### config.mk
export PLATFORM = sky130hd
export DESIGN_NAME = ls_ctrl12
export DESIGN_NICKNAME = d
export VERILOG_FILES = /design/src/rtl/ls_ctrl12.sv
export SDC_FILE = /design/constraint.sdc
export NUM_CORES = 1
export LEC_CHECK = 0
export CORE_MARGIN = 4
export CORE_UTILIZATION = 39
export DETAILED_ROUTE_END_ITERATION = 12
export GPL_TIMING_DRIVEN = 0
export HOLD_SLACK_MARGIN = 0.06
export PLACE_DENSITY = 0.72
export SETUP_SLACK_MARGIN = 0.3
export SYNTH_ARGS = -nofsm -noshare
export SYNTH_HDL_FRONTEND = slang
export SYNTH_SLANG_ARGS = --single-unit
### constraint.sdc
create_clock -name clk -period 2.2 [get_ports clk]
set_input_delay 0.22 -clock clk [delete_from_list [all_inputs] [get_ports clk]]
set_output_delay 0.22 -clock clk [all_outputs]
set_load 0.1 [all_outputs]
### src/rtl/ls_ctrl12.sv
// ls_ctrl12: load/store sequencer with alignment check, bounded dm req/ack wait and write-back strobe
module ls_ctrl12 #(
   parameter int DATA_W  = 32,
   parameter int ADDR_W  = 12,
   parameter int TIMEOUT = 16
) (
   input  logic              clk,
   input  logic              reset,
   input  logic              ls_valid,
   input  logic              ls_is_store,
   input  logic [ADDR_W-1:0] alu_result,
   input  logic [DATA_W-1:0] store_data,
   input  logic [4:0]        rd_addr,
   output logic              ls_ready,
   output logic              dm_req,
   output logic              dm_we,
   output logic [ADDR_W-1:0] dm_addr,
   output logic [DATA_W-1:0] dm_wdata,
   input  logic              dm_ack,
   input  logic [DATA_W-1:0] dm_rdata,
   output logic              wb_en,
   output logic [4:0]        wb_addr,
   output logic [DATA_W-1:0] wb_data,
   output logic              done,
   output logic              err,
   output logic [1:0]        err_code
);
   typedef enum logic [2:0] {IDLE, ACCESS, WB, DONE, ERR} state_t;
   localparam logic [7:0] LAST = 8'(TIMEOUT - 1);
   state_t     state;
   logic [7:0] cnt;
   logic [4:0] rd_q;
   // every output is set on the transition into the state that owns it, so none depends on inputs combinationally
   always_ff @(posedge clk or negedge reset) begin
      if (!reset) begin
         state    <= IDLE;
         cnt      <= '0;
         rd_q     <= '0;
         ls_ready <= 1'b1;
         dm_req   <= 1'b0;
         dm_we    <= 1'b0;
         dm_addr  <= '0;
         dm_wdata <= '0;
         wb_en    <= 1'b0;
         wb_addr  <= '0;
         wb_data  <= '0;
         done     <= 1'b0;
         err      <= 1'b0;
         err_code <= '0;
      end else begin
         wb_en <= 1'b0;
         done  <= 1'b0;
         err   <= 1'b0;
         case (state)
            IDLE: if (ls_valid) begin
               dm_addr  <= alu_result;
               dm_wdata <= store_data;
               rd_q     <= rd_addr;
               cnt      <= '0;
               ls_ready <= 1'b0;
               if (alu_result[1:0] != 2'b00) begin
                  state    <= ERR;
                  err      <= 1'b1;
                  err_code <= 2'b01;
               end else begin
                  state    <= ACCESS;
                  dm_req   <= 1'b1;
                  dm_we    <= ls_is_store;
                  err_code <= 2'b00;
               end
            end
            ACCESS: if (dm_ack) begin
               dm_req <= 1'b0;
               dm_we  <= 1'b0;
               done   <= 1'b1;
               state  <= dm_we ? DONE : WB;
               if (!dm_we) begin
                  wb_en   <= 1'b1;
                  wb_addr <= rd_q;
                  wb_data <= dm_rdata;
               end
            end else if (cnt == LAST) begin
               dm_req   <= 1'b0;
               dm_we    <= 1'b0;
               err      <= 1'b1;
               err_code <= 2'b10;
               state    <= ERR;
            end else begin
               cnt <= cnt + 8'd1;
            end
            default: begin
               state    <= IDLE;
               ls_ready <= 1'b1;
            end
         endcase
      end
   end
endmodule

==> impl_summary.txt <==
----------------------------------------------------
[STA]
  Setup-violating endpoint count in the final report ... 0
  Top achievable clock speed ... 515 MHz
  Final hold violation count ... 0
  Fin Setup TNS ... 0 ns
  Count of final max-slew check failures ... 0
  Period Utilization, post-route ... 0.883
  Unrepaired setup endpoints after global routing ... yes
  Post-route clock skew ... 0.00972 ns
  Worst-case headroom to the max-slew limit ... 0.320
  Worst slew pin tran ... 1.02 ns
  Crit path time final ... 1.94 ns

[Floorplan]
  Initial Util ... 0.401
  Die height ... 111 µm
  Die span in x ... 111 µm
  Core Area ... 10300 µm²
  Ports placed on the boundary ... 175
  Standard-cell row count ... 37
  Die Footprint ... 12300 µm²

[Setup path]
  Top cell family by delay on the critical path ... buffers and inverters
  Biggest fanout along the worst timing path ... 2
  First element of the critical path ... ls_ready
  Data arrival time of the worst path ... 1.72 ns
  Crit path buf inv count ... 1
  Nature of the critical path startpoint ... register
  Slowest stage cell on the critical path ... sky130_fd_sc_hd__clkdlybuf4s15_1
  Longest individual stage delay on the worst path ... 0.82 ns
  Kind of capture point of the worst setup path ... output port
  Critical Path, Cell by Cell ... clkdlybuf4s15_1
  R2r endpoint ... cnt[5]
  Number of cells on the worst reg-to-reg path ... 5
  Critical register-to-register path startpoint ... state[1]
  R2R setup slack ... 0.36 ns
  Setup CP Type ... reg -> out
  Required time at the worst-slack endpoint ... 1.98 ns

[Finish]
  Total Nets Final ... 652
  Post-Layout Cell Count ... 706
  Fraction of final layout cells sized beyond drive strength 1 ... 0.154
  Layout overhead on the synthesized area ... 50.9%
  Final-layout fill cell count ... 886
  Number of inserted diodes ... 0

[Hold path]
  Class of the tightest hold or removal check ... in -> reg
  Start point of the worst hold path ... store_data[2]
  Destination of the worst hold path ... dm_wdata[2]
  Count of cells along the worst hold path ... 3

[Global route]
  Global-route congestion overflow total ... 0
  Global-route wire length before repair ... 17900 µm
  Global routing usage summed across all routing layers ... 0.180
  Via count of the first global-routing pass ... 3416
  Initial antenna violation count ... 0
  Pin count of the biggest net entering global routing ... 57

[Detailed routing]
  DRT Wirelength ... 11000 µm
  Number of nets still failing antenna checks after routing ... 0
  Post-detailed-route DRC marker count ... 0
  Wirelength per Cell ... 15.5 µm
  Detailed router's first-iteration violation count ... 171
  Count of vias placed by the detailed router ... 3356
  Post-detailed-route via-to-cell ratio ... 4.75
  Drt first pass iters ... 4

[Logic synthesis]
  Number of warnings reported in the yosys synthesis log ... 0
  Register area share after synthesis ... 0.635
  Synth area leaders ... sky130_fd_sc_hd__dfrtp_1, sky130_fd_sc_hd__nand2_1, sky130_fd_sc_hd__mux2_2, sky130_fd_sc_hd__a2111oi_4, sky130_fd_sc_hd__xnor2_1
  Distinct cell type count of the synthesized netlist ... 31
  Count of flip-flops with a built-in enable after synthesis ... 0
  Cell Area, Synth ... 4140 µm²
  Post-Syn Area per Cell ... 11.2 µm²
  Register bit total from synthesis ... 105
  Yosys top cell area share ... 0.629
  Gate Count Post-Synth ... 370
  Top FF cell, synth ... sky130_fd_sc_hd__dfrtp_1
  Net count of the mapped netlist ... 457
  Leading area contributor after synthesis ... sky130_fd_sc_hd__dfrtp_1
  Fraction of synthesis flops using an asynchronous set or reset pin ... 1.00

[Clocking]
  TritonCTS clock tree ... yes
  # clock sinks ... 105
  Clock-pin slew on the worst setup and hold paths ... 0.10 ns
  Clock insertion delay at the later pin of the skew report ... 0.36 ns
  H-Tree Level Count ... 3
  Root buffer selected by CTS ... sky130_fd_sc_hd__clkbuf_8
  Clock buffer count from CTS ... 9
  Bufs on Longest Clock Path ... 2

[Place]
  Placer's final routability congestion estimate ... 0.784
  # port buffers ... 174
  Detailed placer's ending HPWL ... 8270 µm
  Cells after DPL ... 681

[Flow run]
  Number of max-capacitance violations reported ... 0

[Status]
  Status ... complete, no violations

----------------------------------------------------
[worst max-delay path by stage]
stage	to	cells past startpoint
final	ls_ready	1
after global routing	ls_ready	1
after CTS	ls_ready	1
after detailed placement	wb_data[7]	6
after global placement	dm_req	1
after floorplan	wb_data[10]	4
[layer usage]
metal | global-route usage | part of all wire | up-vias
met3 | 0.0442 | 0.060 | 15
li1 | - | - | 1598
met5 | 0 | 0 | -
met4 | 0.0568 | 0.013 | 0
met1 | 0.226 | 0.42 | 1632
met2 | 0.307 | 0.51 | 111
[Yosys cell counts, types with 3 or more instances]
| master | count |
|---|---|
| sky130_fd_sc_hd__clkbuf_1 | 6 |
| sky130_fd_sc_hd__dfrtp_1 | 104 |
| sky130_fd_sc_hd__nor3_1 | 3 |
| sky130_fd_sc_hd__o21ai_0 | 6 |
| sky130_fd_sc_hd__mux2i_1 | 3 |
| sky130_fd_sc_hd__buf_6 | 3 |
| sky130_fd_sc_hd__and3_1 | 3 |
| sky130_fd_sc_hd__buf_2 | 8 |
| sky130_fd_sc_hd__a21oi_1 | 4 |
| sky130_fd_sc_hd__mux2_2 | 37 |
| sky130_fd_sc_hd__nand3_1 | 3 |
| sky130_fd_sc_hd__nand2_1 | 157 |
| sky130_fd_sc_hd__xnor2_1 | 5 |
| sky130_fd_sc_hd__nor2_1 | 7 |
[state kept, by name (all words and copies together) (netlist names)]
register,cells
ls_ready,1
wb_en,1
dm_we,1
done,1
rd_q,5
state,3
dm_addr,12
wb_addr,5
dm_req,1
dm_wdata,32
err_code,2
err,1
cnt,8
wb_data,32
[cells by family after synthesis]
kind of cell | synth area share
compound gates | 0.0342
xor+xnor | 0.0106
fa+ha+maj | 0.00302
buf+inv | 0.0251
flops | 0.635
mux | 0.108
simple gates | 0.184
[through the flow]
| stage | utilization | area [µm²] | setup slack (ns) | hold slack [ns] |
|---|---|---|---|---|
| finish | 0.605 | 6250 | 0.258 | 0.369 |
| global placement | 0.586 | 6050 | -3.06 | 0.453 |
| CTS | 0.598 | 6170 | 0.198 | 0.348 |
| detailed placement | 0.589 | 6080 | 0.0733 | 0.294 |
| global route | 0.605 | 6250 | 0.202 | 0.350 |
| floorplan | - | 4140 | 0.304 | -0.0756 |
[cell usage in the layout (no fill, tap or decap), types with 2 or more instances in the layout]
| master | synthesis | final |
|---|---|---|
| sky130_fd_sc_hd__nand4_1 | 2 | 2 |
| sky130_fd_sc_hd__nor3_1 | 3 | 3 |
| sky130_fd_sc_hd__xnor2_1 | 5 | 5 |
| sky130_fd_sc_hd__buf_4 | 1 | 10 |
| sky130_fd_sc_hd__nand2_1 | 157 | 157 |
| sky130_fd_sc_hd__o31ai_1 | 2 | 2 |
| sky130_fd_sc_hd__mux2_2 | 37 | 37 |
| sky130_fd_sc_hd__o21ai_0 | 6 | 6 |
| sky130_fd_sc_hd__clkdlybuf4s15_1 | 0 | 4 |
| sky130_fd_sc_hd__and3_1 | 3 | 3 |
| sky130_fd_sc_hd__clkdlybuf4s50_1 | 0 | 84 |
| sky130_fd_sc_hd__dfrtp_1 | 104 | 102 |
| sky130_fd_sc_hd__clkinv_4 | 0 | 3 |
| sky130_fd_sc_hd__clkbuf_1 | 6 | 6 |
| sky130_fd_sc_hd__clkbuf_8 | 0 | 10 |
| sky130_fd_sc_hd__nor2_1 | 7 | 6 |
| sky130_fd_sc_hd__mux2i_1 | 3 | 3 |
| sky130_fd_sc_hd__clkbuf_2 | 0 | 2 |
| sky130_fd_sc_hd__a21oi_1 | 4 | 3 |
| sky130_fd_sc_hd__nand3_1 | 3 | 3 |
| sky130_fd_sc_hd__buf_2 | 8 | 7 |
| sky130_fd_sc_hd__nor2_2 | 2 | 2 |
| sky130_fd_sc_hd__dlygate4sd2_1 | 0 | 84 |
| sky130_fd_sc_hd__dfrtp_2 | 0 | 2 |
| sky130_fd_sc_hd__a2111oi_4 | 2 | 2 |
| sky130_fd_sc_hd__buf_6 | 3 | 4 |
[final cells by class]
| class | instances | area, µm² | area share |
|---|---|---|---|
| flip-flops and latches | 105 | 2630 | 0.421 |
| repair buffers | 184 | 1730 | 0.276 |
| multi-input cells | 247 | 1430 | 0.228 |
| well taps | 136 | 170 | 0.0272 |
| clock buffers | 11 | 141 | 0.0226 |
| plain buffers | 18 | 111 | 0.0178 |
| clock inverters | 5 | 40.0 | 0.00641 |
[timing repair]
action / 4_1_cts / 5_1_grt
buffers inserted: 0 / 8
pin swaps: 0 / 2
gates resized for setup: 96 / 9
hold buffers: 1 / 0
endpoints found under the hold margin: 48 / 0
endpoints found under the setup margin: 173 / 88
Power is left out: the tool's default activity adds up to more than one toggle a clock period on the data nets, which glitch-free logic cannot reach.
